==> config.mk <==
export PLATFORM = sky130hd
export DESIGN_NAME = amount_step_ctrl
export DESIGN_NICKNAME = d
export VERILOG_FILES = /design/src/rtl/afg_pkg.sv /design/src/rtl/amount_sat_adder.sv /design/src/rtl/amount_step_ctrl.sv
export SDC_FILE = /design/constraint.sdc
export NUM_CORES = 1
export LEC_CHECK = 0
export CORE_MARGIN = 8
export CORE_UTILIZATION = 35
export DETAILED_ROUTE_END_ITERATION = 10
export GPL_TIMING_DRIVEN = 0
export HOLD_SLACK_MARGIN = 0.12
export MAX_ROUTING_LAYER = met4
export SYNTH_ARGS = -nofsm -noshare
export SYNTH_HDL_FRONTEND = slang
export SYNTH_SLANG_ARGS = --single-unit
==> constraint.sdc <==
create_clock -name Clock -period 2.8 [get_ports Clock]
set_input_delay 0.56 -clock Clock [delete_from_list [all_inputs] [get_ports Clock]]
set_output_delay 0.56 -clock Clock [all_outputs]
set_load 0.02 [all_outputs]
==> src/rtl/afg_pkg.sv <==
// ---------------------------------------------------------------------------
// afg_pkg
// Shared definitions for the amount/parameter path of the generator.
//   - state_t       : press/hold/auto-repeat FSM encoding
//   - DEF_*         : default width, bounds and step sizes, shared with the
//                     amplitude/frequency parameter registers
// ---------------------------------------------------------------------------
package afg_pkg;

   typedef enum logic [1:0] {
      ST_IDLE   = 2'd0,
      ST_HOLD   = 2'd1,
      ST_REPEAT = 2'd2
   } state_t;

   localparam int DEF_WIDTH       = 8;
   localparam int DEF_MIN_AMOUNT  = 0;
   localparam int DEF_MAX_AMOUNT  = 255;
   localparam int DEF_RESET       = 128;
   localparam int DEF_STEP_FINE   = 1;
   localparam int DEF_STEP_COARSE = 16;

endpackage

==> src/rtl/amount_sat_adder.sv <==
// ---------------------------------------------------------------------------
// amount_sat_adder
// Combinational saturating add/subtract clamped to [MIN_AMOUNT, MAX_AMOUNT].
// With b_i = 0 and sub_i = 0 it acts as a plain clamp of a_i.
// Ports:
//   a_i   : base value
//   b_i   : step value
//   sub_i : 1 = a_i - b_i, 0 = a_i + b_i
//   y_o   : clamped result
// ---------------------------------------------------------------------------
module amount_sat_adder #(
   parameter int WIDTH      = 8,
   parameter int MIN_AMOUNT = 0,
   parameter int MAX_AMOUNT = 255
) (
   input  logic [WIDTH-1:0] a_i,
   input  logic [WIDTH-1:0] b_i,
   input  logic             sub_i,
   output logic [WIDTH-1:0] y_o
);

   localparam logic [WIDTH:0]   MIN_W = (WIDTH+1)'(MIN_AMOUNT);
   localparam logic [WIDTH:0]   MAX_W = (WIDTH+1)'(MAX_AMOUNT);
   localparam logic [WIDTH-1:0] MIN_N = WIDTH'(MIN_AMOUNT);
   localparam logic [WIDTH-1:0] MAX_N = WIDTH'(MAX_AMOUNT);

   // One extra bit so neither the sum nor the lower-bound test can wrap.
   logic [WIDTH:0]   a_w;
   logic [WIDTH:0]   b_w;
   logic [WIDTH:0]   sum_w;
   logic [WIDTH-1:0] diff_n;

   assign a_w    = {1'b0, a_i};
   assign b_w    = {1'b0, b_i};
   assign sum_w  = a_w + b_w;
   // Only used when a_i >= MIN + b_i, so the narrow difference cannot underflow.
   assign diff_n = a_i - b_i;

   always_comb begin
      y_o = a_i;
      if (sub_i) begin
         if (a_w < MIN_W + b_w) begin
            y_o = MIN_N;
         end else if (diff_n > MAX_N) begin
            y_o = MAX_N;
         end else begin
            y_o = diff_n;
         end
      end else begin
         if (sum_w > MAX_W) begin
            y_o = MAX_N;
         end else if (sum_w < MIN_W) begin
            y_o = MIN_N;
         end else begin
            y_o = sum_w[WIDTH-1:0];
         end
      end
   end

endmodule

==> src/rtl/amount_step_ctrl.sv <==
// ---------------------------------------------------------------------------
// amount_step_ctrl
// Saturating amount register driven by conditioned Inc/Dec buttons: one step
// per press, auto-repeat while held, fine/coarse step and a clamped load.
// Ports:
//   Clock      : system clock, rising edge
//   Reset      : asynchronous, active-high
//   Inc / Dec  : increment / decrement requests (synchronous)
//   Coarse     : 1 selects STEP_COARSE, sampled at every step
//   Load       : load strobe, overrides Inc/Dec
//   Load_Value : value to load (clamped to bounds)
//   Amount     : current amount (registered)
//   Amount_Upd : one-cycle pulse when Amount changed
//   At_Max     : Amount == MAX_AMOUNT (registered)
//   At_Min     : Amount == MIN_AMOUNT (registered)
// ---------------------------------------------------------------------------
module amount_step_ctrl
   import afg_pkg::*;
#(
   parameter int WIDTH         = DEF_WIDTH,
   parameter int MIN_AMOUNT    = DEF_MIN_AMOUNT,
   parameter int MAX_AMOUNT    = DEF_MAX_AMOUNT,
   parameter int RESET_AMOUNT  = DEF_RESET,
   parameter int STEP_FINE     = DEF_STEP_FINE,
   parameter int STEP_COARSE   = DEF_STEP_COARSE,
   parameter int HOLD_CYCLES   = 1000,
   parameter int REPEAT_CYCLES = 100,
   parameter int CNT_W         = 16
) (
   input  logic             Clock,
   input  logic             Reset,
   input  logic             Inc,
   input  logic             Dec,
   input  logic             Coarse,
   input  logic             Load,
   input  logic [WIDTH-1:0] Load_Value,
   output logic [WIDTH-1:0] Amount,
   output logic             Amount_Upd,
   output logic             At_Max,
   output logic             At_Min
);

   localparam logic [WIDTH-1:0] RESET_N   = WIDTH'(RESET_AMOUNT);
   localparam logic [WIDTH-1:0] MAX_N     = WIDTH'(MAX_AMOUNT);
   localparam logic [WIDTH-1:0] MIN_N     = WIDTH'(MIN_AMOUNT);
   localparam logic [WIDTH-1:0] STEP_F    = WIDTH'(STEP_FINE);
   localparam logic [WIDTH-1:0] STEP_C    = WIDTH'(STEP_COARSE);
   localparam logic [CNT_W-1:0] HOLD_LAST = CNT_W'(HOLD_CYCLES - 1);
   localparam logic [CNT_W-1:0] REP_LAST  = CNT_W'(REPEAT_CYCLES - 1);

   state_t           state_q, state_d;
   logic             dir_q, dir_d;          // 0 = inc, 1 = dec
   logic [CNT_W-1:0] cnt_q, cnt_d;
   logic             inc_dly_q, dec_dly_q;  // previous-cycle Inc/Dec
   logic [WIDTH-1:0] amount_q, amount_d;
   logic             upd_q;
   logic             at_max_q, at_min_q;

   logic             inc_rise, dec_rise;
   logic             active_in, opposite_in;
   logic             step_en, step_dn;
   logic [WIDTH-1:0] step_val, step_res, load_res;

   assign inc_rise    = Inc & ~inc_dly_q;
   assign dec_rise    = Dec & ~dec_dly_q;
   assign active_in   = dir_q ? Dec : Inc;
   assign opposite_in = dir_q ? Inc : Dec;

   amount_sat_adder #(
      .WIDTH      (WIDTH),
      .MIN_AMOUNT (MIN_AMOUNT),
      .MAX_AMOUNT (MAX_AMOUNT)
   ) u_step_add (
      .a_i   (amount_q),
      .b_i   (step_val),
      .sub_i (step_dn),
      .y_o   (step_res)
   );

   // Same saturating path with a zero step is a pure clamp for Load.
   amount_sat_adder #(
      .WIDTH      (WIDTH),
      .MIN_AMOUNT (MIN_AMOUNT),
      .MAX_AMOUNT (MAX_AMOUNT)
   ) u_load_clamp (
      .a_i   (Load_Value),
      .b_i   ({WIDTH{1'b0}}),
      .sub_i (1'b0),
      .y_o   (load_res)
   );

   // State register and all datapath registers.
   always_ff @(posedge Clock or posedge Reset) begin
      if (Reset) begin
         state_q   <= ST_IDLE;
         dir_q     <= 1'b0;
         cnt_q     <= '0;
         inc_dly_q <= 1'b0;
         dec_dly_q <= 1'b0;
         amount_q  <= RESET_N;
         upd_q     <= 1'b0;
         at_max_q  <= (RESET_N == MAX_N);
         at_min_q  <= (RESET_N == MIN_N);
      end else begin
         state_q   <= state_d;
         dir_q     <= dir_d;
         cnt_q     <= cnt_d;
         inc_dly_q <= Inc;
         dec_dly_q <= Dec;
         amount_q  <= amount_d;
         upd_q     <= (amount_d != amount_q);
         at_max_q  <= (amount_d == MAX_N);
         at_min_q  <= (amount_d == MIN_N);
      end
   end

   // Next-state logic; also decides when a step happens and in which direction.
   always_comb begin
      state_d = state_q;
      dir_d   = dir_q;
      cnt_d   = cnt_q;
      step_en = 1'b0;
      step_dn = dir_q;
      if (Load) begin
         state_d = ST_IDLE;
         cnt_d   = '0;
      end else begin
         case (state_q)
            ST_IDLE: begin
               // A rise only counts while the other button is released.
               if (inc_rise && !Dec) begin
                  step_en = 1'b1;
                  step_dn = 1'b0;
                  dir_d   = 1'b0;
                  cnt_d   = '0;
                  state_d = ST_HOLD;
               end else if (dec_rise && !Inc) begin
                  step_en = 1'b1;
                  step_dn = 1'b1;
                  dir_d   = 1'b1;
                  cnt_d   = '0;
                  state_d = ST_HOLD;
               end
            end
            ST_HOLD, ST_REPEAT: begin
               if (!active_in || opposite_in) begin
                  state_d = ST_IDLE;
                  cnt_d   = '0;
               end else if (cnt_q == ((state_q == ST_HOLD) ? HOLD_LAST : REP_LAST)) begin
                  step_en = 1'b1;
                  cnt_d   = '0;
                  state_d = ST_REPEAT;
               end else begin
                  cnt_d = cnt_q + CNT_W'(1);
               end
            end
            default: begin
               state_d = ST_IDLE;
               cnt_d   = '0;
            end
         endcase
      end
   end

   // Output / datapath selection.
   always_comb begin
      step_val = Coarse ? STEP_C : STEP_F;
      amount_d = amount_q;
      if (Load) begin
         amount_d = load_res;
      end else if (step_en) begin
         amount_d = step_res;
      end
   end

   assign Amount     = amount_q;
   assign Amount_Upd = upd_q;
   assign At_Max     = at_max_q;
   assign At_Min     = at_min_q;

endmodule

# == Yosys cells after proc, flatten, opt, wreduce, memory -nomap -nowiden ==
# Index checks and enable logic that the tools add are counted.
# totals
reg_bits,32
# op_classes
n_lt_le_gt_ge,6
bitwise,4
n_reduce_logical,10
n_eq_ne,7
addsub,3
muxes,35
# op_table
operator,n
two-way mux 16 bit,5
two-way mux 8 bit,9
one-hot mux 16 bit (2 select lines),1
adder 16 x 1 -> 16 bit (second input constant),1
== test 16 x 10 -> 1 bit,1
> comparator 8 bit (second input constant),2
two-way mux 1 bit,11
two-way mux 10 bit,1
two-way mux 2 bit,5
adder 8 x 5 -> 9 bit,1
> comparator 9 x 8 -> 1 bit (second input constant),1
< comparator 9 x 1 -> 1 bit (second input constant),1
== test 8 bit (second input constant),1
zero test 8 bit,1
< comparator 8 x 1 -> 1 bit (second input constant),1
< comparator 8 x 5 -> 1 bit,1
!= test 4 bit (second input constant),2
!= test 8 bit,1
subtractor 8 x 5 -> 8 bit,1
two-way mux 5 bit,1
one-hot mux 2 bit (2 select lines),1
zero test 1 bit,3
bitwise AND 1 bit,2
== test 2 x 1 -> 1 bit (second input constant),1
other kinds (8),10

# == Longest topological paths before layout ==
# depth
ltp_word,11
mapped_depth,11
mapped_depth_nobuf,10

# == Cells and area by module ==
# Synthesis repeated with hierarchy kept, for this count alone.
# hier_totals
hier_cells,444
hier_area_um2,3703.6
# modules_own_cells
mod,n_inst,cells_per_inst,area_per_inst_um2
amount_step_ctrl,1,210,1959.4
amount_sat_adder,2,117,872.1

# == Least setup slack after synthesis ==
# No wires, ideal clock.
# synth_path
kind,input to register
startpoint,input port Coarse
endpoint,register at_min_q (netlist: At_Min)
setup_time_ns,0.096
t_arrival_ns,2.607
path_slack_ns,0.098
n_path_buf,0
path_stages,10
required_time_ns,2.704
path_cell_list,inv_1 -> ha_1 -> ha_1 -> or3b_4 -> a211oi_1 -> a21boi_1 -> o211ai_1 -> o311a_2 -> or2_1 -> nor4_2
# synth_via
elab_chain_cells,9
elab_cells_between_ends,15
# synth_lines
item,line,source
from (decl),amount_step_ctrl.sv:34,"input logic Coarse,"
two-way mux 5 bit (*),amount_step_ctrl.sv:167,step_val = Coarse ? STEP_C : STEP_F;
adder 8 x 5 -> 9 bit or subtractor 8 x 5 -> 8 bit (tied branches),"amount_sat_adder.sv:35, amount_sat_adder.sv:37",
< comparator 9 x 1 -> 1 bit or > comparator 8 bit (tied branches),"amount_sat_adder.sv:52, amount_sat_adder.sv:44",
two-way mux 8 bit (on tied branches),"amount_sat_adder.sv:52, amount_sat_adder.sv:44",
two-way mux 8 bit (on tied branches),"amount_sat_adder.sv:50, amount_sat_adder.sv:42",
two-way mux 8 bit (*),amount_sat_adder.sv:41,if (sub_i) begin
two-way mux 8 bit (*),amount_step_ctrl.sv:171,end else if (step_en) begin
two-way mux 8 bit (*),amount_step_ctrl.sv:169,if (Load) begin
named net amount_d[6],amount_step_ctrl.sv:55,"logic [WIDTH-1:0] amount_q, amount_d;"
zero test 8 bit (*),amount_step_ctrl.sv:113,at_min_q <= (amount_d == MIN_N);
to (signal assigned),amount_step_ctrl.sv:103,at_min_q <= (RESET_N == MIN_N);
to (signal assigned),amount_step_ctrl.sv:113,
to (decl),amount_step_ctrl.sv:57,"logic at_max_q, at_min_q;"
# The timed path passes the listed nets; every way through them passes the cells marked *.
# A chain may end at the register's enable or synchronous reset.

# == Worst setup path in the final report ==
# layout_path
startpoint,input port Coarse
endpoint,register at_max_q (netlist: At_Max)
# layout_via
elab_chain_cells,9
elab_cells_between_ends,15
# layout_lines
item,line,source
two-way mux 5 bit (*),amount_step_ctrl.sv:167,
adder 8 x 5 -> 9 bit or subtractor 8 x 5 -> 8 bit (tied branches),"amount_sat_adder.sv:35, amount_sat_adder.sv:37",
< comparator 9 x 1 -> 1 bit or > comparator 8 bit (tied branches),"amount_sat_adder.sv:52, amount_sat_adder.sv:44",
two-way mux 8 bit (on tied branches),"amount_sat_adder.sv:52, amount_sat_adder.sv:44",
two-way mux 8 bit (on tied branches),"amount_sat_adder.sv:50, amount_sat_adder.sv:42",
two-way mux 8 bit (*),amount_sat_adder.sv:41,
two-way mux 8 bit (*),amount_step_ctrl.sv:171,
two-way mux 8 bit (*),amount_step_ctrl.sv:169,
== test 8 bit (*),amount_step_ctrl.sv:112,at_max_q <= (amount_d == MAX_N);
to (signal assigned),amount_step_ctrl.sv:102,at_max_q <= (RESET_N == MAX_N);
to (signal assigned),amount_step_ctrl.sv:112,
to (decl),amount_step_ctrl.sv:57,
# Mark *: on every way between the ends. The rest lies on a longest branch, timed or not.

==> impl_summary.md <==
Run status
The flow ran to the end, and the final reports show no timing, DRC or antenna violations.

Die
The die boundary width is 102 um. The region available for standard cell placement spans 7180 sq um. The I/O pin total is 25. The die is 102 um tall. The initialized floorplan defines 31 standard-cell rows. The area of the die is around 10,000 sq um.

The initial utilization of the core area, before any placement, comes to 35.7%.

Setup path
In this run the critical register-to-register path is captured at At_Min. Measured in cells, the most critical reg-to-reg path has a length of 10. At the worst endpoint, the arrival time is approximately 3 ns. Data on the critical path is required at its endpoint by 3.03 ns. The worst setup path is launched from an input port. The largest fanout on the critical path is 5. The path type of the worst setup path is in2reg. The worst setup path is captured at a flop. The reg-to-reg startpoint is Amount[0]. The register-to-register setup slack is roughly 0.15 ns.

Synthesis
The post-synthesis async set-or-reset flop share is 100%. The synthesized design contains 0 enable-type register cells. The average size of a mapped cell is approximately 8.9 sq um. The sequential area share after synthesis is 31.3%. In the post-synthesis netlist, the biggest area contributors are dfrtp_1 30%, ha_1 4.9%, xor2_1 4.8%, nand2_1 3.1%, nor2_1 3.1%.

The number of synthesized register bits is 32. After technology mapping, the gate count stands at roughly 290. The synthesized design spends more area on one cell type than any other, namely dfrtp_1.

The post-synth net total is between 300 and 400. The cell area that synthesis handed to floorplanning was ~2600 sq um. Among all flip-flop cells after synthesis, the most frequent one is dfrtp_1. The number of distinct library cells after synthesis is between 70 and 80. Of the post-synthesis cell area, the dominant cell type holds a little under a third. Yosys printed 0 warnings.

Routing
In the routed design, unresolved DRC markers number 0. For this block, the routed nets add up to around 7.4 mm of wire. The mean routed wirelength per cell is 17.3 um. The remaining antenna violation count is 0. Using the TritonRoute via totals, the vias-per-cell ratio works out to between 5 and 6. The first TritonRoute pass finished after 4 iterations. The first routing iteration left 200 violations. The routed via count is approximately 2,400.

Flow run
Max-cap violations in this run came to 0.

Pwr
IR analysis of the VDD net gives a maximum drop of about 0.0003 V. The post-route total power is roughly 1.4 mW. For this design the ratio of total power to cell area is between 400 and 500 nW/um^2. The leakage power is about 1.3 nW.

Final layout
Leaving out fill and tap cells, the most frequent cell in the layout is dfrtp_1. The net total in the final layout is between 300 and 400. The post-route netlist has 23.9% of its cells at a drive strength greater than 1. The library cells used most frequently in the layout, excluding fill and tap cells, are 31 x dfrtp_1, 21 x nand2_1, 21 x nor2_1, 20 x clkdlybuf4s50_1. The count of non-filler cells in the finished layout is ~430. The count of antenna diodes in the layout is 0. The utilization of the core after routing is between 40% and 50%. The area overhead of the layout relative to synthesis is 29.1%.

Placed design
Buffers placed on the I/O ports in this run total 24. At the placement stage, the worst setup path has a slack of -0.803 ns. Counting tap cells, the placed design contains a total of between 400 and 500 instances.

The post-detailed-placement half-perimeter wirelength is 5.23 mm. At the end of routability-driven placement, the weighted congestion stood at ~0.95.

GRT
Across every metal layer, demand over resource in global routing totals ~16%. The total global routing overflow is 0. The number of antenna violations at the first check in global routing was 0. The via count of the first global-routing pass came to approximately 2,400. The first-pass GRT wire length is about 12 mm. The pin count of the biggest net entering global routing is 33.

Timing
The transition time at the pin with the least slew margin is ~0.73 ns. The number of max-slew violations in the final report was 0. Setup repair after global routing left no endpoint under its margin. For the final routed database, the setup TNS stands at 0 ns. The total count of hold-check failures in the final report is 0. Setup slack on the critical path of the routed design comes to roughly 0.11 ns. The setup violation total in the final timing report is 0. The clock tree skew after final layout is 0.00851 ns. In the finished design, the share of the clock period the worst path needs comes to 96.1%. The achievable frequency is 372 MHz.

The tightest slew margin relative to the limit is 51.0%. The clock period minus final worst setup slack is 2.69 ns.

Hold path
Counting instances, the worst hold path has a depth of 1. The path type of the worst min-delay path is reg2reg. The startpoint identified for the worst hold timing path is cnt_q[6].

The hold-critical path endpoint is cnt_q[6].

Clock network
The clock sink total is 32. No sink is reached through more buffers than the 2 on the longest clock path. The number of buffers created by CTS is 5. TritonCTS built the clock tree. The source-to-sink clock delay at the later pin of the worst-skew pair is ~0.29 ns. After clock tree synthesis, the clock-pin slew on the worst setup and hold paths is ~0.08 ns. The deepest level of the CTS H-tree is 2. The master cell of the clock root buffer is clkbuf_8.
==> metal layers <==
metal	part of all wire, %	GRT usage [%]	up-vias
li1	-	-	1153
met1	48	20.9	1158
met2	45	23.3	72
met3	4.9	2.20	19
met4	2.7	6.30	0
met5	0	-	-
==> cell families (layout without fill, tap and decap cells) <==
logic type | count (synthesis) | in the layout | share of synthesized area [%]
buf+inv | 30 | 73 | 5.66
xor+xnor | 21 | 21 | 7.17
compound gates | 85 | 85 | 26.4
fa+ha+maj | 10 | 10 | 4.88
simple gates | 109 | 109 | 24.6
flops | 32 | 32 | 31.3
==> power by group <==
part | leakage, nW | switching, mW | internal (mW)
clock network | 0.0479 | 0.203 | 0.174
logic | 0.848 | 0.301 | 0.222
registers | 0.415 | 0.0255 | 0.484
total | 1.31 | 0.529 | 0.880
==> worst max-delay path by stage <==
stage,start,to,slack (ns)
3_3_place_gp,Coarse,At_Min,-0.85
4_1_cts,Load,At_Max,0.01
6_report,Coarse,At_Max,0.11
5_1_grt,Coarse,At_Min,0.007
2_1_floorplan,Coarse,At_Min,0.1
3_5_place_dp,Coarse,At_Min,-0.80
==> cell usage after synthesis (2+ instances only) <==
library cell,number
a221oi_1,4
nor2b_1,4
nor3b_1,4
a22oi_1,3
a21oi_1,12
o211ai_1,3
and4b_1,2
nor3_1,7
xor2_1,14
nand3_1,11
o22ai_1,3
or3_1,4
o21ai_0,14
and3_1,5
clkbuf_1,4
nand2_1,21
nor2_1,21
nand2b_1,3
a211o_1,2
buf_6,3
nor4_2,2
dfrtp_1,31
o21ai_1,3
o31ai_1,10
nor4_1,5
ha_1,10
a211oi_1,5
o211a_1,3
o2111a_1,2
xnor2_1,7
nand4_1,3
buf_2,5
inv_1,16
==> worst max-delay path, cell delays in order <==
cell           delay (ns)
dlygate4sd2_1        0.24
inv_2                0.09
ha_1                 0.32
buf_6                0.13
and4b_2              0.34
o21ai_4              0.11
nor3_4               0.28
a221oi_1             0.10
a311o_1              0.41
a22oi_2              0.15
and4b_1              0.20
==> state kept, by name, indices dropped and copies added, names as in the netlist <==
register / flops
At_Min: 1
state_q: 2
dir_q: 1
Amount_Upd: 1
dec_dly_q: 1
cnt_q: 16
At_Max: 1
inc_dly_q: 1
Amount: 8
==> cell type report <==
| cell class | count | area (sq um) |
|---|---|---|
| Buffer | 13 | 90.1 |
| Clock inverter | 3 | 18.8 |
| Multi-Input combinational cell | 225 | 1820 |
| Tap cell | 99 | 124 |
| Fill cell | 677 | 3860 |
| Inverter | 17 | 65.1 |
| Clock buffer | 5 | 68.8 |
| Sequential cell | 32 | 802 |
| Timing Repair Buffer | 35 | 325 |
==> per-stage QoR <==
step	cell area, sq um	hold WS (ns)
4_1_cts	3270	0.487
3_3_place_gp	2930	0.467
5_1_grt	3310	0.516
6_report	3310	0.484
2_1_floorplan	2560	0.437
3_5_place_dp	2930	0.474
==> timing repair <==
item	4_1_cts	5_1_grt
endpoints found under the setup margin	5	3
buffers inserted	9	2
pin swaps	17	1
endpoints found under the hold margin	0	0
resized for setup	39	6
hold buffers	0	0
Note: power is estimated with default switching activity, not from simulation.
